<file path="src/rtl/core_pkg.sv">
// core_pkg: shared core widths, ID control-bundle bit positions and the hardwired zero register.
package core_pkg;
  localparam int CTRL_W = 9;
  localparam int REG_AW = 5;
  localparam int CTRL_ALU_OP    = 8;
  localparam int CTRL_REG_DST   = 7;
  localparam int CTRL_BRANCH    = 6;
  localparam int CTRL_MEMREAD   = 5;
  localparam int CTRL_MEM_2_REG = 4;
  localparam int CTRL_MEMWRITE  = 3;
  localparam int CTRL_ALU_SRC   = 2;
  localparam int CTRL_REG_WRITE = 1;
  localparam int CTRL_JUMP      = 0;
  localparam logic [REG_AW-1:0] ZERO_REG = '0;
endpackage

</file>
<file path="src/rtl/load_scoreboard.sv">
// load_scoreboard: shift register of in-flight loads; flags when an ID source reads a pending load result.
module load_scoreboard import core_pkg::*; #(
  parameter int REG_AW = core_pkg::REG_AW,
  parameter int LOAD_LAT = 1,
  parameter bit ZERO_REG_FREE = 1'b1
) (
  input  logic              clk,
  input  logic              arst_n,
  input  logic              shift_en,
  input  logic              push_vld,
  input  logic [REG_AW-1:0] push_rd,
  input  logic [REG_AW-1:0] rs1,
  input  logic [REG_AW-1:0] rs2,
  input  logic              rs1_used,
  input  logic              rs2_used,
  output logic              hit
);
  logic [LOAD_LAT-1:0] vld;
  logic [REG_AW-1:0]   rd [LOAD_LAT];
  logic                push_ok;
  assign push_ok = push_vld && !(ZERO_REG_FREE && push_rd == REG_AW'(ZERO_REG));
  always_ff @(posedge clk or negedge arst_n) begin
    if (!arst_n) begin
      vld <= '0;
      for (int i = 0; i < LOAD_LAT; i++) rd[i] <= '0;
    end else if (shift_en) begin
      vld[0] <= push_ok;
      rd[0]  <= push_rd;
      for (int i = 1; i < LOAD_LAT; i++) begin
        vld[i] <= vld[i-1];
        rd[i]  <= rd[i-1];
      end
    end
  end
  always_comb begin
    hit = 1'b0;
    for (int i = 0; i < LOAD_LAT; i++)
      if (vld[i] && !(ZERO_REG_FREE && rd[i] == REG_AW'(ZERO_REG)) &&
          ((rd[i] == rs1 && rs1_used) || (rd[i] == rs2 && rs2_used))) hit = 1'b1;
  end
endmodule

</file>
<file path="src/rtl/hazard_stall_ctrl.sv">
// hazard_stall_ctrl: ID-stage load-use stall, branch squash and freeze gating with a saturating stall counter.
module hazard_stall_ctrl #(
  parameter int REG_AW = core_pkg::REG_AW,
  parameter int CTRL_W = core_pkg::CTRL_W,
  parameter int LOAD_LAT = 1,
  parameter bit ZERO_REG_FREE = 1'b1,
  parameter int CNT_W = 16
) (
  input  logic              clk,
  input  logic              arst_n,
  input  logic [CTRL_W-1:0] ctrl_i,
  input  logic              id_mem_read_i,
  input  logic [REG_AW-1:0] id_rd_i,
  input  logic [REG_AW-1:0] id_rs1_i,
  input  logic [REG_AW-1:0] id_rs2_i,
  input  logic              id_rs1_used_i,
  input  logic              id_rs2_used_i,
  input  logic              flush_i,
  input  logic              freeze_i,
  input  logic              cnt_clr_i,
  output logic [CTRL_W-1:0] ctrl_o,
  output logic              hold_pc_o,
  output logic              hold_if_id_o,
  output logic              flush_if_id_o,
  output logic [CNT_W-1:0]  stall_cnt_o
);
  logic hazard, stall;
  load_scoreboard #(.REG_AW(REG_AW), .LOAD_LAT(LOAD_LAT), .ZERO_REG_FREE(ZERO_REG_FREE)) u_sb (
    .clk(clk), .arst_n(arst_n), .shift_en(!freeze_i),
    .push_vld(id_mem_read_i && !flush_i && !hazard), .push_rd(id_rd_i),
    .rs1(id_rs1_i), .rs2(id_rs2_i), .rs1_used(id_rs1_used_i), .rs2_used(id_rs2_used_i),
    .hit(hazard)
  );
  // a flush outranks the hazard, so a squashed consumer never stalls
  assign stall         = !freeze_i && !flush_i && hazard;
  assign ctrl_o        = (freeze_i || flush_i || hazard) ? '0 : ctrl_i;
  assign hold_pc_o     = freeze_i || stall;
  assign hold_if_id_o  = freeze_i || stall;
  assign flush_if_id_o = !freeze_i && flush_i;
  always_ff @(posedge clk or negedge arst_n) begin
    if (!arst_n) stall_cnt_o <= '0;
    else if (!freeze_i) stall_cnt_o <= cnt_clr_i ? '0 : (stall && stall_cnt_o != '1) ? stall_cnt_o + 1'b1 : stall_cnt_o;
  end
endmodule

</file>
<file path="config.mk">
export PLATFORM = sky130hd
export DESIGN_NAME = hazard_stall_ctrl
export DESIGN_NICKNAME = d
export VERILOG_FILES = /design/src/rtl/core_pkg.sv /design/src/rtl/load_scoreboard.sv /design/src/rtl/hazard_stall_ctrl.sv
export SDC_FILE = /design/constraint.sdc
export NUM_CORES = 1
export LEC_CHECK = 0
export BUFFER_PORTS_ARGS = -buffer_cell sky130_fd_sc_hd__buf_2
export CAP_MARGIN = 15
export CORE_MARGIN = 5
export CORE_UTILIZATION = 46
export DETAILED_ROUTE_END_ITERATION = 6
export PLACE_DENSITY = 0.75
export SYNTH_ARGS = -nofsm -noshare
export SYNTH_HDL_FRONTEND = slang
export SYNTH_SLANG_ARGS = --single-unit
</file>
<file path="constraint.sdc">
create_clock -name clk -period 3.15 [get_ports clk]
set_input_delay 0.63 -clock clk [delete_from_list [all_inputs] [get_ports clk]]
set_output_delay 0.63 -clock clk [all_outputs]
set_load 0.005 [all_outputs]
</file>
==> results of run 1 <==
[cell type report]
cell class / instances / area (sq um)
flip-flops and latches: 22 / 550.5
clock inverters: 1 / 30.03
multi-input cells: 126 / 784.5
well taps: 33 / 41.29
clock buffers: 3 / 22.52
fillers: 290 / 1227
repair buffers: 61 / 310.3
inverters: 3 / 11.26
[per-stage QoR]
stage / worst slack [ns] / hold WS, ns / cells
after CTS: 0.4892 / 0.2524 / 249
after global routing: 0.3323 / 0.2817 / 249
final: 0.4988 / 0.2438 / 249
after global placement: 0.6231 / 0.4698 / 245
after detailed placement: 0.6293 / 0.4822 / 245
after floorplan: 0.6498 / 0.3344 / 159
[synthesized netlist by cell type, drive strengths merged]
library cell	instances	area, sq um
ha	1	12.51
xnor2	10	87.58
nand2b	2	12.51
a311o	2	20.02
and2	1	6.260
nand3	11	60.06
o31ai	6	45.04
nor3	3	15.01
o21a	1	7.510
o211ai	1	7.510
nor2	11	41.29
or4	2	15.01
and3	14	92.59
mux2	5	56.30
a21oi	4	20.02
o22ai	1	6.260
nand4	5	31.28
buf	5	38.78
nor2b	3	18.77
o21bai	1	7.510
o22a	1	8.760
dfrtp	22	550.5
inv	3	11.26
a31oi	4	25.02
clkbuf	3	11.26
o311a	2	22.52
and4	2	18.77
o21ai	18	90.09
nand2	15	56.30
[sequential cells by signal, summed over array words and instances, names as in the netlist]
signal       cells
stall_cnt_o     16
u_sb.rd          5
u_sb.vld         1
[per-layer routing]
metal / GRT usage (%) / part of all wire [%] / vias up
met4: 5.440 / 1.4 / 0
li1: - / - / 701
met5: 0 / 0 / -
met3: 4.786 / 7.1 / 5
met2: 31.67 / 50 / 39
met1: 21.24 / 41 / 655
[cell families (layout without fill, tap and decap cells)]
group	count (synthesis)	in the layout
XOR/XNOR	10	10
AO/OA/AOI/OAI	41	41
AND/OR/NAND/NOR	69	69
buffers and inverters	11	68
multiplexers	5	5
flip-flops	22	22
adder cells (fa/ha/maj)	1	1
[where the power goes]
part	internal, mW	switching, mW	leakage (nW)
logic	0.0583	0.0507	0.537
registers	0.297	0.0202	0.293
clock network	0.129	0.0897	0.0279
[how the worst min path moves through the flow]
stage                                 end  slack (ns)  depth (start not counted)
after global placement           u_sb.vld        0.47                          2
after global routing      stall_cnt_o[10]        0.28                          1
final                      stall_cnt_o[5]        0.24                          1
after detailed placement         u_sb.vld        0.48                          2
after floorplan            stall_cnt_o[0]        0.33                          0
after CTS                  stall_cnt_o[9]        0.25                          1
==> metrics, run 1 <==
XOR/XNOR Fraction of Synth Area=between 6 and 7%; crit-path max FO=11; fmax=0.3772 GHz; Least-Margin Pin Slew=slightly below 0.5 ns; pin count of the biggest net entering global routing=23; First-pass DRT Iterations=4; via/cell ratio=approximately 5.6; Syn Std Cell Area=around 1400 sq um; CTS max path bufs=2; core area=2978 sq um; PostCTS Resize Cnt=0; Slew headroom=66.74%; CP delay by family, top=simple AND/OR/NAND/NOR gates; I/O pin cnt=60; antenna violations before repair=0; Final HPWL DP=about 2700 microns; post-CTS setup repair buffer count=0; commonest non-fill, non-tap cell in the layout=buf_2; CP Capture Type=primary output; Root Driver=clkbuf_4; die footprint=around 4200 sq um; # rows=20; largest family of logic cells by synthesized area=simple AND/OR/NAND/NOR gates; outcome=finished clean; gpl congestion=0.7953; min-delay worst type=in2async; vias in the first global route=~1300; IO buf count=59; worst r2r dst=stall_cnt_o[2]; WL per Instance=14.28 microns; Adder-Cell Fraction of Synth Area=less than 1%; total power=approximately 0.64 mW; worst vdd ir=around 0.00023 V; CP Cell Sequence=or4_1 -> o21a_1 -> nand2_1 -> and3_1 -> buf_2; share of layout cells above drive strength 1=a little over a third; crit path buf inv count=1; DR DRC count=0; area delta synth->final=25.36%; Util after Layout=between 50% and 60%; Die W=roughly 65 microns; vias post-DR=1400; critical path depth=5; hold_buf cts=0; total CTS buffers=3; RSZ-0062 raised after global routing=no; Max Slew Vio Count=0; clk slew on worst S/H paths=0.13 ns; post-synthesis sequential area ratio=39.43%; Initial Util=46.89%; fin crit period=between 2 and 3 ns; Routed Antenna Nets=0; Die Y=approximately 65 microns; max_cap viols=0; design area=1750 sq um; CP Data Required Time=roughly 2.5 ns; Skew-Pair Late Insertion Delay=around 0.33 ns; Compound-Gate Fraction of Synth Area=between 10% and 20%; clock sinks=22; Critical Path AT=2.02 ns; First DRT Iteration DRCs=between 40 and 50; Final #Nets=250; CP peak stage delay=around 0.53 ns; final setup fails=0; total congestion overflow=0; launch point of the worst reg-to-reg path=stall_cnt_o[0]; Worst Setup EP=ctrl_o[7]; pwr/cell area=between 300 and 400 nW/um^2; commonest non-fill, non-tap cells in the layout=59 x buf_2, 22 x dfrtp_1, 18 x o21ai_0, 15 x nand2_1, 13 x and3_1; Tcrit/Tclk final=between 80% and 90%; cell count of the worst reg-to-reg path=8; Final Hold Vio Count=0; register-to-register setup slack=about 0.76 ns; Worst Clk Skew=0.01105 ns; ant diodes=0; distinct cell type count after synthesis=34; multiplexer area fraction after synthesis=4.032%; Post-Syn Area per Cell=8.782 sq um; first-pass GRT wire length=6016 microns; Synth Instances=159; FF+latch count, synth=22; CTS tree=yes; CP startpoint=u_sb.rd[0]; CP max stage cell=or4_1; Total Neg Setup Slack=0 ns; GRT Total Usage=around 18%; static leakage=between 0.8 and 0.9 nW; simple-gate share of the synthesized area=a little over a quarter; CP startpoint kind=register; Synth Warn #=0; critical path class=reg2out; H-tree depth=1; final wirelength=~3600 microns; placed cell area=about 1700 sq um; syn_nets=192
(Power assumes the default switching activity.)
==> run 2: changes to the inputs <==
Settings changed: CORE_UTILIZATION 46 to 43, PLACE_DENSITY 0.75 to 0.73.
Clock period 3.15 ns to 2.3 ns, I/O delays scaled along.
==> run 2 against run 1 <==
  * The flow now finishes with violations (negative setup slack)
  * Sequential share of layout area decreased by 2.7 points
  * Hold slack got worse by 0.15 ns
  * Non-clock buffer count increased by 11
  * Register-to-register slack got worse by 0.69 ns
  * Via count increased by 5.7%
  * Combinational power increased by 73%
  * Critical endpoint is now ctrl_o[8]
  * Critical path type unchanged
  * Setup slack got worse by 0.60 ns
  * Die area increased by 5.9%
  * Flip-flop and latch count unchanged
  * Critical path depth unchanged
==> metrics, run 2 (same netlist as run 1, synthesis figures left out) <==
die footprint=4487 sq um; Worst Clk Skew=0.006663 ns; Setup WS post-layout=-0.1056 ns; outcome=complete, but fails checks; I/O pin cnt=60; Switching Fraction=25.33%; CP Capture Type=primary output; Initial Util=between 40% and 50%; multi-input logic area=approximately 840 sq um; vias post-DR=roughly 1500; design area=between 1500 and 2000 sq um; WL per Instance=between 10 and 15 microns; Filler Cells Inserted=between 200 and 300; crit path buf inv count=1; Int Power=slightly below 0.7 mW; Max Slew Vio Count=0; commonest non-fill, non-tap cell in the layout=buf_2; commonest non-fill, non-tap cells in the layout=58 x buf_2, 22 x dfrtp_1, 18 x o21ai_0, 14 x nand2_1; total power=about 0.92 mW; Final #Nets=262; First DRT Iteration DRCs=63; CP startpoint kind=register; worst vdd ir=0.0003017 V; hold_buf cts=0; Slew headroom=65.31%; Reg power frac=between 40% and 50%; clock sinks=22; ant diodes=0; min-delay worst type=in2async; critical path class=reg2out; fmax=around 0.42 GHz; Tcrit/Tclk final=104.6%; static leakage=approximately 0.94 nW; final setup fails=9; RSZ-0062 raised after global routing=yes; antenna violations before repair=0; Hold Slack=a little over 0.09 ns; gpl congestion=between 0.8 and 0.9; final wirelength=between 3000 and 4000 microns; Top Layer Used=met4; CP Cell Sequence=or4_1 -> o21a_1 -> nand2_2 -> and3_1 -> buf_2; core area=between 3000 and 4000 sq um; clock share of power=about a third; CP delay by family, top=simple AND/OR/NAND/NOR gates; max reg flops=16; Least-Margin Pin Slew=between 0.5 and 0.6 ns; max_cap viols=0; IO buf count=roughly 60; share of layout cells above drive strength 1=a little over two fifths; First-pass DRT Iterations=4; Skew-Pair Late Insertion Delay=0.31 ns; Metal-1 WL=about 1600 microns; total congestion overflow=0; H-tree depth=1; pin count of the biggest net entering global routing=23; CP max stage cell=or4_1; fin crit period=between 2 and 2.5 ns; Final HPWL DP=2775 microns; # rows=20; placed cell area=about 1700 sq um; total CTS buffers=3; via/cell ratio=between 5 and 6; pwr/cell area=~480 nW/um^2; Sequential Area=between 500 and 600 sq um; GRT Total Usage=approximately 18%; CTS tree=yes; WL met2=approximately 2000 microns; CP Data Required Time=1.84 ns; Die W=66.99 microns; Root Driver=clkbuf_4; cell count of the worst reg-to-reg path=8; crit-path max FO=5; Top Registers=stall_cnt_o x16, u_sb.rd x5, u_sb.vld x1; vias in the first global route=around 1400; first-pass GRT wire length=between 6000 and 7000 microns; clk slew on worst S/H paths=~0.13 ns; Routed Antenna Nets=0; area delta synth->final=37.28%; P_sw=0.2332 mW; Comb power frac=between 20% and 30%; register-to-register setup slack=roughly 0.07 ns; met3 WL=about 250 microns; CTS max path bufs=2; launch point of the worst reg-to-reg path=u_sb.rd[0]; worst r2r dst=stall_cnt_o[9]; CP peak stage delay=between 0.5 and 0.6 ns; violated checks=negative setup slack; Largest Register=stall_cnt_o; DR DRC count=0; Final Hold Vio Count=0; Die Y=between 60 and 70 microns; Critical Path AT=about 2.0 ns
==> run 2: cell types whose count changed in the layout (fill, tap and decap cells not counted), moves of 2 or more <==
cell	change
xnor2_1	-3
buf_6	+2
xnor2_2	+3
buf_4	+10
nand2_2	+2
==> run 2: what timing repair did <==
action	4_1_cts	5_1_grt
pin swaps	10	7
hold endpoints to repair	0	0
buffers inserted	6	1
endpoints found under the setup margin	11	11
gates cloned	1	0
gates resized for setup	4	10
==> run 2: through the flow <==
step	setup slack (ns)	std cells	setup TNS (ns)	util, %
after floorplan	0.1398	159	0	-
after global placement	0.1793	260	0	56.59
after detailed placement	0.1693	260	0	56.59
after CTS	-0.06069	271	-0.4148	60.49
after global routing	-0.2113	272	-1.850	62.28
final	-0.1056	272	-0.4879	62.28
==> run 2: how the worst max path moves through the flow <==
stage                    from        endpoint  slack, ns  cells past startpoint
5_1_grt            u_sb.rd[3]       ctrl_o[8]      -0.21                      5
4_1_cts            u_sb.rd[3]       ctrl_o[3]      -0.06                      5
2_1_floorplan     id_rs2_i[2]       hold_pc_o       0.14                      7
6_report           u_sb.rd[0]       ctrl_o[8]      -0.11                      5
3_5_place_dp       u_sb.rd[0]       ctrl_o[4]       0.17                      5
3_3_place_gp   stall_cnt_o[0]  stall_cnt_o[9]       0.18                      7
==> run 2: area by class of cell <==
cell class | count | share of cell area [%]
Timing Repair Buffer | 72 | 21.02
Multi-Input combinational cell | 127 | 44.06
Sequential cell | 22 | 28.72
Clock inverter | 1 | 1.567
Inverter | 3 | 0.5875
Clock buffer | 3 | 1.175
Tap cell | 44 | 2.872
==> run 2: power groups by stage <==
stage               Clock [mW]  Combinational [mW]  Sequential [mW]
floorplan                    0              0.0846            0.438
finish                   0.298               0.189            0.434
global placement             0               0.154            0.443
CTS                      0.309               0.177            0.434
global route             0.331               0.209            0.439
detailed placement           0               0.155            0.443
==> run 2: layer usage <==
layer | GRT usage [%] | vias up
met2 | 30.45 | 42
met5 | 0 | -
met1 | 23.15 | 706
met3 | 2.530 | 2
li1 | - | 730
met4 | 4.557 | 0
==> run 3: changes to the inputs <==
Settings changed: CORE_UTILIZATION 43 to 40, PLACE_DENSITY 0.73 to 0.69.
==> run 3 against run 2 <==
  * The run still ends with negative setup slack left
  * Hold slack worse by 0.0057 ns
  * Design area up 0.91%
  * Flip-flop and latch count unchanged
  * Non-clock buffer count up 2
  * Setup slack better by 0.062 ns
  * Global-route usage down 1.8 points
  * Clock skew down 0.00087 ns
  * First-iteration DRC count up 25%
  * Largest cell class unchanged
  * Largest power group unchanged
==> metrics, run 3 (same netlist as run 1, synthesis figures left out) <==
ant diodes=0; Max Slew Vio Count=0; DR DRC count=0; final setup fails=11; crit-path max FO=5; CTS tree=yes; die footprint=4773 sq um; total congestion overflow=0; Largest Register=stall_cnt_o; Slew headroom=about 66%; IO buf count=between 50 and 60; fmax=0.4266 GHz; RSZ-0062 raised after global routing=yes; via/cell ratio=5.297; vias in the first global route=1404; GRT Total Usage=between 10% and 20%; First-pass DRT Iterations=4; worst slack, placed=0.1515 ns; Hold Slack=about 0.086 ns; min-delay worst type=in2async; Worst Clk Skew=0.005790 ns; fin crit period=approximately 2.3 ns; Routed Antenna Nets=0; static leakage=about 0.95 nW; clock sinks=22; Final HPWL DP=roughly 2700 microns; antenna violations before repair=0; max reg flops=16; I/O pin cnt=60; # rows=21; CP Data Required Time=roughly 1.8 ns; worst vdd ir=0.0003182 V; Skew-Pair Late Insertion Delay=0.32 ns; Setup WS post-layout=-0.04406 ns; vias post-DR=between 1000 and 1500; gpl congestion=~0.82; Die Y=69.09 microns; Least-Margin Pin Slew=around 0.50 ns; Root Driver=clkbuf_4; share of layout cells above drive strength 1=between 40% and 50%; H-tree depth=1; core area=3363 sq um; total CTS buffers=3; WL per Instance=roughly 14 microns; final wirelength=approximately 3900 microns; CP startpoint kind=register; Tcrit/Tclk final=101.9%; CTS max path bufs=2; Critical Path AT=~1.9 ns; pwr/cell area=between 400 and 500 nW/um^2; Final Hold Vio Count=0; non-filler cells, final=roughly 280; area delta synth->final=38.53%; CP Capture Type=primary output; max_cap viols=0; outcome=complete, but fails checks; first-pass GRT wire length=~6500 microns; Final #Nets=264; pin count of the biggest net entering global routing=23; critical path class=reg2out; First DRT Iteration DRCs=between 70 and 80; Top Registers=stall_cnt_o x16, u_sb.rd x5, u_sb.vld x1; violated checks=negative setup slack; commonest non-fill, non-tap cell in the layout=buf_2; commonest non-fill, non-tap cells in the layout=57 x buf_2, 22 x dfrtp_1, 18 x o21ai_0, 14 x nand2_1, 14 x buf_4; Initial Util=between 40 and 50%; clk slew on worst S/H paths=0.13 ns; placed cell count=~260; Die W=69.09 microns
[run 3: timing repair]
action | 4_1_cts | 5_1_grt
endpoints found under the hold margin | 0 | 0
gates resized for setup | 4 | 12
endpoints found under the setup margin | 11 | 13
pin swaps | 5 | 10
hold buffers | 0 | 0
setup buffers | 5 | 4
cloned | 1 | 0
[run 3: area by class of cell]
type	count	area [sq um]
Multi-Input combinational cell	127	854.6
Tap cell	46	57.56
Sequential cell	22	550.5
Timing Repair Buffer	74	424.2
Inverter	3	11.26
Clock buffer	4	36.28
Fill cell	333	1429
[run 3: final timing paths]
check	startpoint	to	slack, ns	depth (start not counted)
setup / recovery	u_sb.rd[3]	ctrl_o[8]	-0.04	5
hold / removal	arst_n	u_sb.vld	0.09	1
setup reg to reg	u_sb.rd[3]	stall_cnt_o[7]	0.14	7
hold reg to reg	stall_cnt_o[8]	stall_cnt_o[8]	0.50	1
max in group asynchronous	arst_n	stall_cnt_o[1]	1.87	1
min in group clk	id_rd_i[3]	u_sb.rd[3]	0.37	2
[run 3: per-stage QoR]
| step | power [mW] | utilization [%] | instance area [sq um] | TNS (ns) |
|---|---|---|---|---|
| 4_1_cts | 0.8348 | 54.72 | 1841 | -0.3421 |
| 3_3_place_gp | 0.5944 | 51.86 | 1744 | 0 |
| 5_1_grt | 0.8993 | 57.51 | 1934 | -1.148 |
| 2_1_floorplan | 0.5228 | - | 1396 | 0 |
| 3_5_place_dp | 0.5957 | 51.86 | 1744 | 0 |
| 6_report | 0.8439 | 57.51 | 1934 | -0.2181 |
[run 3: layer usage]
metal	vias to the layer above	GRT usage, %	wire length, microns
met2	38	26.17	1884
met3	5	5.087	215
met4	0	3.254	34
met5	-	0	0
li1	729	-	-
met1	690	20.61	1805
[run 3: critical path, stage by stage (launching register included)]
cell and delay, ns:
dfrtp_1 0.42, or4_1 0.52, o21a_2 0.25, nand2_2 0.12, and3_1 0.15, buf_2 0.11
[run 3: report_power, final]
group          switching (mW)  internal [mW]  leakage, nW
Combinational          0.0870          0.104        0.640
Sequential             0.0258          0.407        0.293
Clock                   0.123         0.0969       0.0210
